[config.mk]
export PLATFORM = sky130hd
export DESIGN_NAME = rv32i_multicycle_control
export DESIGN_NICKNAME = d
export VERILOG_FILES = /design/src/rtl/rv32i_multicycle_control.sv
export SDC_FILE = /design/constraint.sdc
export NUM_CORES = 1
export LEC_CHECK = 0
export BUFFER_PORTS_ARGS = -buffer_cell sky130_fd_sc_hd__buf_2
export CAP_MARGIN = 20
export CORE_ASPECT_RATIO = 0.7
export CORE_MARGIN = 2
export CORE_UTILIZATION = 53
export CTS_CLUSTER_DIAMETER = 60
export DETAILED_ROUTE_END_ITERATION = 8
export GPL_ROUTABILITY_DRIVEN = 0
export HOLD_SLACK_MARGIN = 0.08
export PLACE_DENSITY = 0.85
export SLEW_MARGIN = 25
export SYNTH_ARGS = -nofsm -noshare
export SYNTH_HDL_FRONTEND = slang
export SYNTH_SLANG_ARGS = --single-unit
[constraint.sdc]
create_clock -name clk -period 4.2 [get_ports clk]
set_input_delay 0.84 -clock clk [delete_from_list [all_inputs] [get_ports clk]]
set_output_delay 0.84 -clock clk [all_outputs]
set_load 0.05 [all_outputs]
[src/rtl/rv32i_multicycle_control.sv]
// rv32i_multicycle_control: FSM sequencer for the multicycle RV32I datapath with a req/ready memory timeout.
// Define RV32I_MC_ILLEGAL_TRAP_EN to trap illegal instructions into ERROR with a sticky illegal_insn.
module rv32i_multicycle_control #(
    parameter int MEM_TIMEOUT = 16
) (
    input  logic       clk,
    input  logic       rst,
    input  logic       ena,
    input  logic [6:0] op,
    input  logic [2:0] funct3,
    input  logic       funct7_5,
    input  logic       alu_zero,
    input  logic       alu_lt,
    input  logic       alu_ltu,
    input  logic       mem_ready,
    output logic       mem_req,
    output logic       mem_wr_ena,
    output logic       mem_src,
    output logic       pc_ena,
    output logic       ir_write,
    output logic       reg_write,
    output logic       alu_ena,
    output logic       mem_data_ena,
    output logic [1:0] alu_src_a,
    output logic [1:0] alu_src_b,
    output logic [1:0] result_src,
    output logic [3:0] alu_op,
    output logic [3:0] state,
    output logic       illegal_insn,
    output logic       timeout_err
);
    typedef enum logic [3:0] {
        S_FETCH     = 4'd0,
        S_DECODE    = 4'd1,
        S_MEM_ADDR  = 4'd2,
        S_MEM_READ  = 4'd3,
        S_MEM_WB    = 4'd4,
        S_MEM_WRITE = 4'd5,
        S_EXEC_R    = 4'd6,
        S_EXEC_I    = 4'd7,
        S_ALU_WB    = 4'd8,
        S_BRANCH    = 4'd9,
        S_JAL       = 4'd10,
        S_JALR      = 4'd11,
        S_UPPER     = 4'd12,
        S_ERROR     = 4'd15
    } state_t;

    localparam logic [6:0] OP_R     = 7'b0110011;
    localparam logic [6:0] OP_I     = 7'b0010011;
    localparam logic [6:0] OP_L     = 7'b0000011;
    localparam logic [6:0] OP_S     = 7'b0100011;
    localparam logic [6:0] OP_B     = 7'b1100011;
    localparam logic [6:0] OP_JAL   = 7'b1101111;
    localparam logic [6:0] OP_JALR  = 7'b1100111;
    localparam logic [6:0] OP_LUI   = 7'b0110111;
    localparam logic [6:0] OP_AUIPC = 7'b0010111;
    localparam int CW = (MEM_TIMEOUT > 0) ? $clog2(MEM_TIMEOUT + 1) : 1;

    state_t state_q, state_d, disp;
    logic [CW-1:0] cnt_q, cnt_d;
    logic timeout_q;
    logic act, ill, dec_ill, taken, wait_mem, tmo;
    logic req, wr, pc_e, ir_e, rw_e, alu_e, mde_e;
    logic [3:0] f_op;

    assign act = ena & ~rst;

    always_comb begin
        disp = S_FETCH;
        ill = 1'b0;
        case (op)
            OP_R:     disp = S_EXEC_R;
            OP_I:     disp = S_EXEC_I;
            OP_L:     disp = S_MEM_ADDR;
            OP_S:     disp = S_MEM_ADDR;
            OP_B: begin
                disp = S_BRANCH;
                ill = (funct3[2:1] == 2'b01);
            end
            OP_JAL:   disp = S_JAL;
            OP_JALR:  disp = S_JALR;
            OP_LUI:   disp = S_UPPER;
            OP_AUIPC: disp = S_UPPER;
            default:  ill = 1'b1;
        endcase
    end

    // funct3[0] inverts the base condition; funct3[1] picks unsigned over signed compare
    assign taken = funct3[2] ? ((funct3[1] ? alu_ltu : alu_lt) ^ funct3[0])
                             : (~funct3[1] & (alu_zero ^ funct3[0]));

    always_comb begin
        case (funct3)
            3'b000:  f_op = {3'b000, (state_q == S_EXEC_R) & funct7_5};
            3'b001:  f_op = 4'd2;
            3'b010:  f_op = 4'd3;
            3'b011:  f_op = 4'd4;
            3'b100:  f_op = 4'd5;
            3'b101:  f_op = funct7_5 ? 4'd7 : 4'd6;
            3'b110:  f_op = 4'd8;
            default: f_op = 4'd9;
        endcase
    end

    always_comb begin
        state_d = state_q;
        req = 1'b0;
        wr = 1'b0;
        mem_src = 1'b0;
        pc_e = 1'b0;
        ir_e = 1'b0;
        rw_e = 1'b0;
        alu_e = 1'b0;
        mde_e = 1'b0;
        alu_src_a = 2'd0;
        alu_src_b = 2'd0;
        result_src = 2'd0;
        alu_op = 4'd0;
        case (state_q)
            S_FETCH: begin
                req = 1'b1;
                alu_src_b = 2'd2;
                ir_e = mem_ready;
                pc_e = mem_ready;
                state_d = mem_ready ? S_DECODE : S_FETCH;
            end
            S_DECODE: begin
                alu_src_a = 2'd2;
                alu_src_b = 2'd1;
                alu_e = 1'b1;
`ifdef RV32I_MC_ILLEGAL_TRAP_EN
                state_d = ill ? S_ERROR : disp;
`else
                state_d = ill ? S_FETCH : disp;
`endif
            end
            S_MEM_ADDR: begin
                alu_src_a = 2'd1;
                alu_src_b = 2'd1;
                alu_e = 1'b1;
                state_d = (op == OP_S) ? S_MEM_WRITE : S_MEM_READ;
            end
            S_MEM_READ: begin
                req = 1'b1;
                mem_src = 1'b1;
                result_src = 2'd2;
                mde_e = mem_ready;
                state_d = mem_ready ? S_MEM_WB : S_MEM_READ;
            end
            S_MEM_WB: begin
                result_src = 2'd1;
                rw_e = 1'b1;
                state_d = S_FETCH;
            end
            S_MEM_WRITE: begin
                req = 1'b1;
                wr = 1'b1;
                mem_src = 1'b1;
                result_src = 2'd2;
                state_d = mem_ready ? S_FETCH : S_MEM_WRITE;
            end
            S_EXEC_R, S_EXEC_I: begin
                alu_src_a = 2'd1;
                alu_src_b = (state_q == S_EXEC_I) ? 2'd1 : 2'd0;
                alu_e = 1'b1;
                alu_op = f_op;
                state_d = S_ALU_WB;
            end
            S_ALU_WB: begin
                result_src = 2'd2;
                rw_e = 1'b1;
                state_d = S_FETCH;
            end
            S_BRANCH: begin
                alu_src_a = 2'd1;
                alu_op = 4'd1;
                pc_e = taken;
                result_src = taken ? 2'd2 : 2'd0;
                state_d = S_FETCH;
            end
            S_JAL: begin
                pc_e = 1'b1;
                result_src = 2'd2;
                alu_src_a = 2'd2;
                alu_src_b = 2'd2;
                alu_e = 1'b1;
                state_d = S_ALU_WB;
            end
            S_JALR: begin
                alu_src_a = 2'd1;
                alu_src_b = 2'd1;
                alu_e = 1'b1;
                state_d = S_JAL;
            end
            S_UPPER: begin
                alu_src_a = (op == OP_LUI) ? 2'd3 : 2'd2;
                alu_src_b = 2'd1;
                alu_e = 1'b1;
                state_d = S_ALU_WB;
            end
            default: state_d = S_ERROR;
        endcase
    end

    // the counter only sees raw req, so a stalled cycle neither counts nor clears
    assign wait_mem = req & ~mem_ready;
    assign tmo = (MEM_TIMEOUT != 0) && wait_mem && (cnt_q == CW'(MEM_TIMEOUT - 1));
    assign cnt_d = wait_mem ? cnt_q + 1'b1 : '0;

    always_ff @(posedge clk) begin
        if (rst) begin
            state_q <= S_FETCH;
            cnt_q <= '0;
            timeout_q <= 1'b0;
        end else if (ena) begin
            state_q <= tmo ? S_ERROR : state_d;
            cnt_q <= cnt_d;
            timeout_q <= timeout_q | tmo;
        end
    end

    assign dec_ill = act & (state_q == S_DECODE) & ill;

`ifdef RV32I_MC_ILLEGAL_TRAP_EN
    logic illegal_q;

    always_ff @(posedge clk) begin
        if (rst) illegal_q <= 1'b0;
        else illegal_q <= illegal_q | dec_ill;
    end

    assign illegal_insn = illegal_q | dec_ill;
`else
    assign illegal_insn = dec_ill;
`endif

    assign mem_req = req & act;
    assign mem_wr_ena = wr & act;
    assign pc_ena = pc_e & act;
    assign ir_write = ir_e & act;
    assign reg_write = rw_e & act;
    assign alu_ena = alu_e & act;
    assign mem_data_ena = mde_e & act;
    assign state = state_q;
    assign timeout_err = timeout_q;
endmodule

======== After elaboration in Yosys (flattened, before gate mapping) ========
Index checks and enable logic that the tools add are counted.
storage, ports and cells
  register bits ........................... 10
  latch bits .............................. 0
  memory bits (writable) .................. 0
  memory bits (read-only) ................. 0
  input bits .............................. 18
  output and inout bits ................... 24
  word-level logic and storage cells ...... 99
  memories ................................ 0
operators by class
  $add $sub $neg .......................... 1
  multipliers ............................. 0
  div/mod/pow operators ................... 0
  magnitude comparators ................... 0
  equal/unequal tests ..................... 29
  shift-type cells ........................ 0
  multiplexer cells ....................... 29
  bitwise operators ....................... 19
  reductions and logical operators ........ 18
operators by type and width
  operator                                              count
  case mux 4 bit (7 select lines)                       2
  case mux 4 bit (8 select lines)                       1
  equality test 7 x 6 -> 1 bit (second input constant)  3
  equality test 7 bit (second input constant)           3
  equality test 4 bit (second input constant)           5
  case mux 2 bit (3 select lines)                       3
  equality test 4 x 3 -> 1 bit (second input constant)  4
  equality test 7 x 5 -> 1 bit (second input constant)  2
  OR reduction 2 bit                                    7
  bitwise AND 1 bit                                     13
  2-to-1 mux 1 bit                                      13
  OR reduction 4 bit                                    3
  equality test 3 bit (second input constant)           3
  2-to-1 mux 3 bit                                      3
  equality test 4 x 2 -> 1 bit (second input constant)  2
  2-to-1 mux 4 bit                                      2
  case mux 4 bit (2 select lines)                       1
  OR reduction 8 bit                                    1
  equality test 7 x 2 -> 1 bit (second input constant)  1
  OR reduction 7 bit                                    1
  equality test 3 x 2 -> 1 bit (second input constant)  2
  OR reduction 3 bit                                    2
  adder 5 x 1 -> 5 bit (second input constant)          1
  equality test 5 x 4 -> 1 bit (second input constant)  1
  other kinds (14)                                      17

======== Depth between registers and ports, before layout ========
  depth after elaboration ................. 6
  depth in mapped cells ................... 7
  mapped depth without buffers ............ 7

======== Worst setup path before layout ========
OpenSTA, ideal clock, no wires.
  path type ............................... register -> output
  from .................................... reg state_q[1], in the netlist state[1]
  to ...................................... out alu_src_b[1]
  data arrival time ....................... 2.884 ns
  path slack .............................. 0.476 ns
  stages on the path, launching flop included .. 6
  path buffers ............................ 3
  cell sequence ........................... dfxtp_1 > buf_6 > clkbuf_1 > clkbuf_1 > nor2b_1 > nor4_1
on the way
  longest elaborated chain between the ends .. 3
  elaborated cells between the ends (all ways) .. 12
  those cells by class .................... eq/ne: 7; mux: 1; reduce/logical: 4
RTL lines
  element                                                                    RTL line  RTL
  start: declaration                                                         60        state_t state_q, state_d, disp;
  start signal: assignment                                                   217       state_q <= tmo ? S_ERROR : state_d;
  equality test 4 x 1 -> 1 bit (tied with other cells)                       120       case (state_q)
  OR reduction 4 bit (no source line) or OR reduction 2 bit (tied branches)  --
  case mux 2 bit (3 select lines) (*)                                        120
  end: declaration                                                           25        output logic [1:0] alu_src_b,
Every way passes the cells marked *; elsewhere a longest branch is shown, timed or not.

======== Final worst setup path ========
  from .................................... reg state_q[1], in the netlist state[1]
  to ...................................... out mem_req
on the way
  longest elaborated chain between the ends .. 4
  elaborated cells between the ends (all ways) .. 6
  those cells by class .................... eq/ne: 2; mux: 1; bitwise: 1; reduce/logical: 2
RTL lines
  element                                               RTL line  RTL
  equality test 4 x 3 -> 1 bit (tied with other cells)  120
  OR reduction 3 bit (no source line) (*)               --
  2-to-1 mux 1 bit (*)                                  120
  bitwise AND 1 bit (*)                                 238       assign mem_req = req & act;
  end: declaration                                      16        output logic mem_req,
Marks and branches as above.

==> results.ini <==
[run_status]
status=finished, final reports clean

[die]
fp.dieArea_sq_mm=0.00262
design.core.area_sq_mm=0.00212
die_y_um=43.4
die_w_um=60.3
io_pins=42
initial_core_util_pct=55.4
rows=14

[sta]
rsz0062_at_grt=no
fin_crit_ns=3.22
worst_pin_slew_ns=0.867
relSlewSlack_pct=42.1
setup_viol=0
max_freq_mhz=311
hold_ws_ns=0.506
hold_viol=0
skew_ns=0.00671
drv_slew=0
period_share_pct=76.6
final.setup.tns_ns=0

[grt]
grt_max_degree=28
grt_usage_pct=26.4
grt_pass1_wl_um=5140
antenna_found_initial=0
overflow=0
grt_pass1_vias=1145

[cts]
cts-root-buf=clkbuf_4
clk_latency_ns=0.28
post_cts_buffers=0
h-tree-depth=1
ctsLongestPathBuffers=2
ctsResizeCount=0
cts_tree=yes
cts_hold_buf=0
clock_sinks=10
cts.clk_slew.worst_paths_ns=0.05
cts_buffers=3

[power_and_ir_drop]
p_leak_uw=0.000598
p_per_area_mw_per_mm2=237
power.total_uw=323
irDropWorstVdd_mv=0.126

[drt]
vias=1374
routed_wl_um=3280
drtIter0Drc=59
antenna_left=0
viasPerCell=6.00
drc_errors=0
first_pass_iters=4
wl_per_cell_um=14.3

[job]
maxCapViolCount=0

[synthesis]
synth-edff-count=0
yosysWarnings=0
muxShareOfSynthArea_pct=6.18
synth_adder_area_share_pct=2.13
synth-main-ff-cell=dfxtp_1
synth_top_area_share_pct=17.0
async_reset_ff_share_pct=0
ys_seq_elements=10
synth_compound_gate_area_share_pct=21.9
seq_area_frac_synth_pct=17.0
synth_fp_nets=189
synth_top_family_by_area=simple AND/OR/NAND/NOR gates
syn-cell-area_sq_mm=0.00117
yosys.cell_types.count=46
synth_simple_gate_area_share_pct=39.3
yosys.area.top_type=dfxtp_1
synthTopCellsByArea=dfxtp_1, nor2_1, nand2b_1
avgSynthCellArea_sq_um=6.95
syn_inst=169
synth_xor_area_share_pct=5.22

[cells_and_area]
nets=219
multi_input_area_sq_um=878
seqCellArea_sq_um=200
final_cell_area_sq_mm=0.00137
final_common_cell=buf_2
drive_gt1_share_pct=25.4
num_antenna_cells=0
syn_to_final_growth_pct=16.2
final_cell_mix=buf_2, nor2_1, nand2_1
fill_cells=206
finish.utilization_pct=64.4

[setup_path]
worst-path-max-fanout=26
slowest_delay_ns=0.89
crit-reg2reg-launch=state[1]
cp_slowest_cell=dfxtp_1
critPathArrivalTime_ns=2.38
criticalPathCategory=flop to output pin
path_buf_inv=1
critPathTopFamily=flip-flops
crit_required_ns=3.36
crit_start=state[1]
crit_chain=xnor2_1 -> mux2i_1 -> nor3b_1 -> buf_2
endpoint_kind=output pin
start_kind=flop

[min_path]
min-delay-start=timeout_err
hp-class=flop to flop

[place]
place_area_sq_mm=0.00134
dp_hpwl_um=2430
port_buffers=41

## sequential cells by signal (all words and copies together), names as in the netlist
register     count
timeout_err      1
state            4
cnt_q            5
## where the power goes
group          internal, uW  switching (uW)
Combinational          45.4            94.8
Sequential             99.6            17.7
Clock                  33.1            32.7
Total                   178             145
## worst min-delay path: stages (launching register included)
cell and delay [ns]:
dfxtp_1 0.34, a31oi_1 0.05, nor2_1 0.08
## cells in the mapped netlist, types with 3 or more instances
library cell   n
a211oi_1       4
a21oi_1        6
a31oi_1        4
and3_1         5
clkbuf_1      10
dfxtp_1       10
inv_1          5
mux2i_1        5
nand2_1       12
nand2b_1       9
nand4_1        3
nor2_1        24
nor2b_1        4
nor3_1         8
nor3b_1        4
o21ai_0        7
or3_1          3
xnor2_1        3
xor2_1         4
## final timing paths
| kind | slack, ns | end | depth (start not counted) |
|---|---|---|---|
| max | 0.98 | mem_req | 4 |
| min | 0.51 | timeout_err | 2 |
| max reg2reg | 2.01 | cnt_q[4] | 4 |
| min reg2reg | 0.51 | timeout_err | 2 |
## area by class of cell
type | instances | area share (%)
Multi-Input combinational cell | 138 | 64.3
Timing Repair Buffer | 41 | 15.0
Sequential cell | 10 | 14.7
Tap cell | 32 | 2.93
Clock buffer | 3 | 1.65
Inverter | 5 | 1.37
## metrics by stage
step / worst slack (ns) / instances
after floorplan: 0.476 / 169
after global placement: 1.30 / 226
after detailed placement: 1.19 / 226
after CTS: 1.04 / 229
after global routing: 0.821 / 229
final: 0.983 / 229
## metal layers
metal / share of wire (%) / vias up / global-route usage, %
li1: - / 675 / -
met1: 43 / 620 / 36.3
met2: 46 / 73 / 41.7
met3: 9.7 / 6 / 5.37
met4: 1.3 / 0 / 8.44
met5: 0 / - / 0
## cell families (layout without fill, tap and decap cells)
family                   Yosys count  after routing
AO/OA/AOI/OAI                     37             37
buffers and inverters             21             49
AND/OR/NAND/NOR                   85             85
XOR/XNOR                           7              7
multiplexers                       7              7
adder cells (fa/ha/maj)            2              2
flip-flops                        10             10
(Power assumes the default switching activity.)
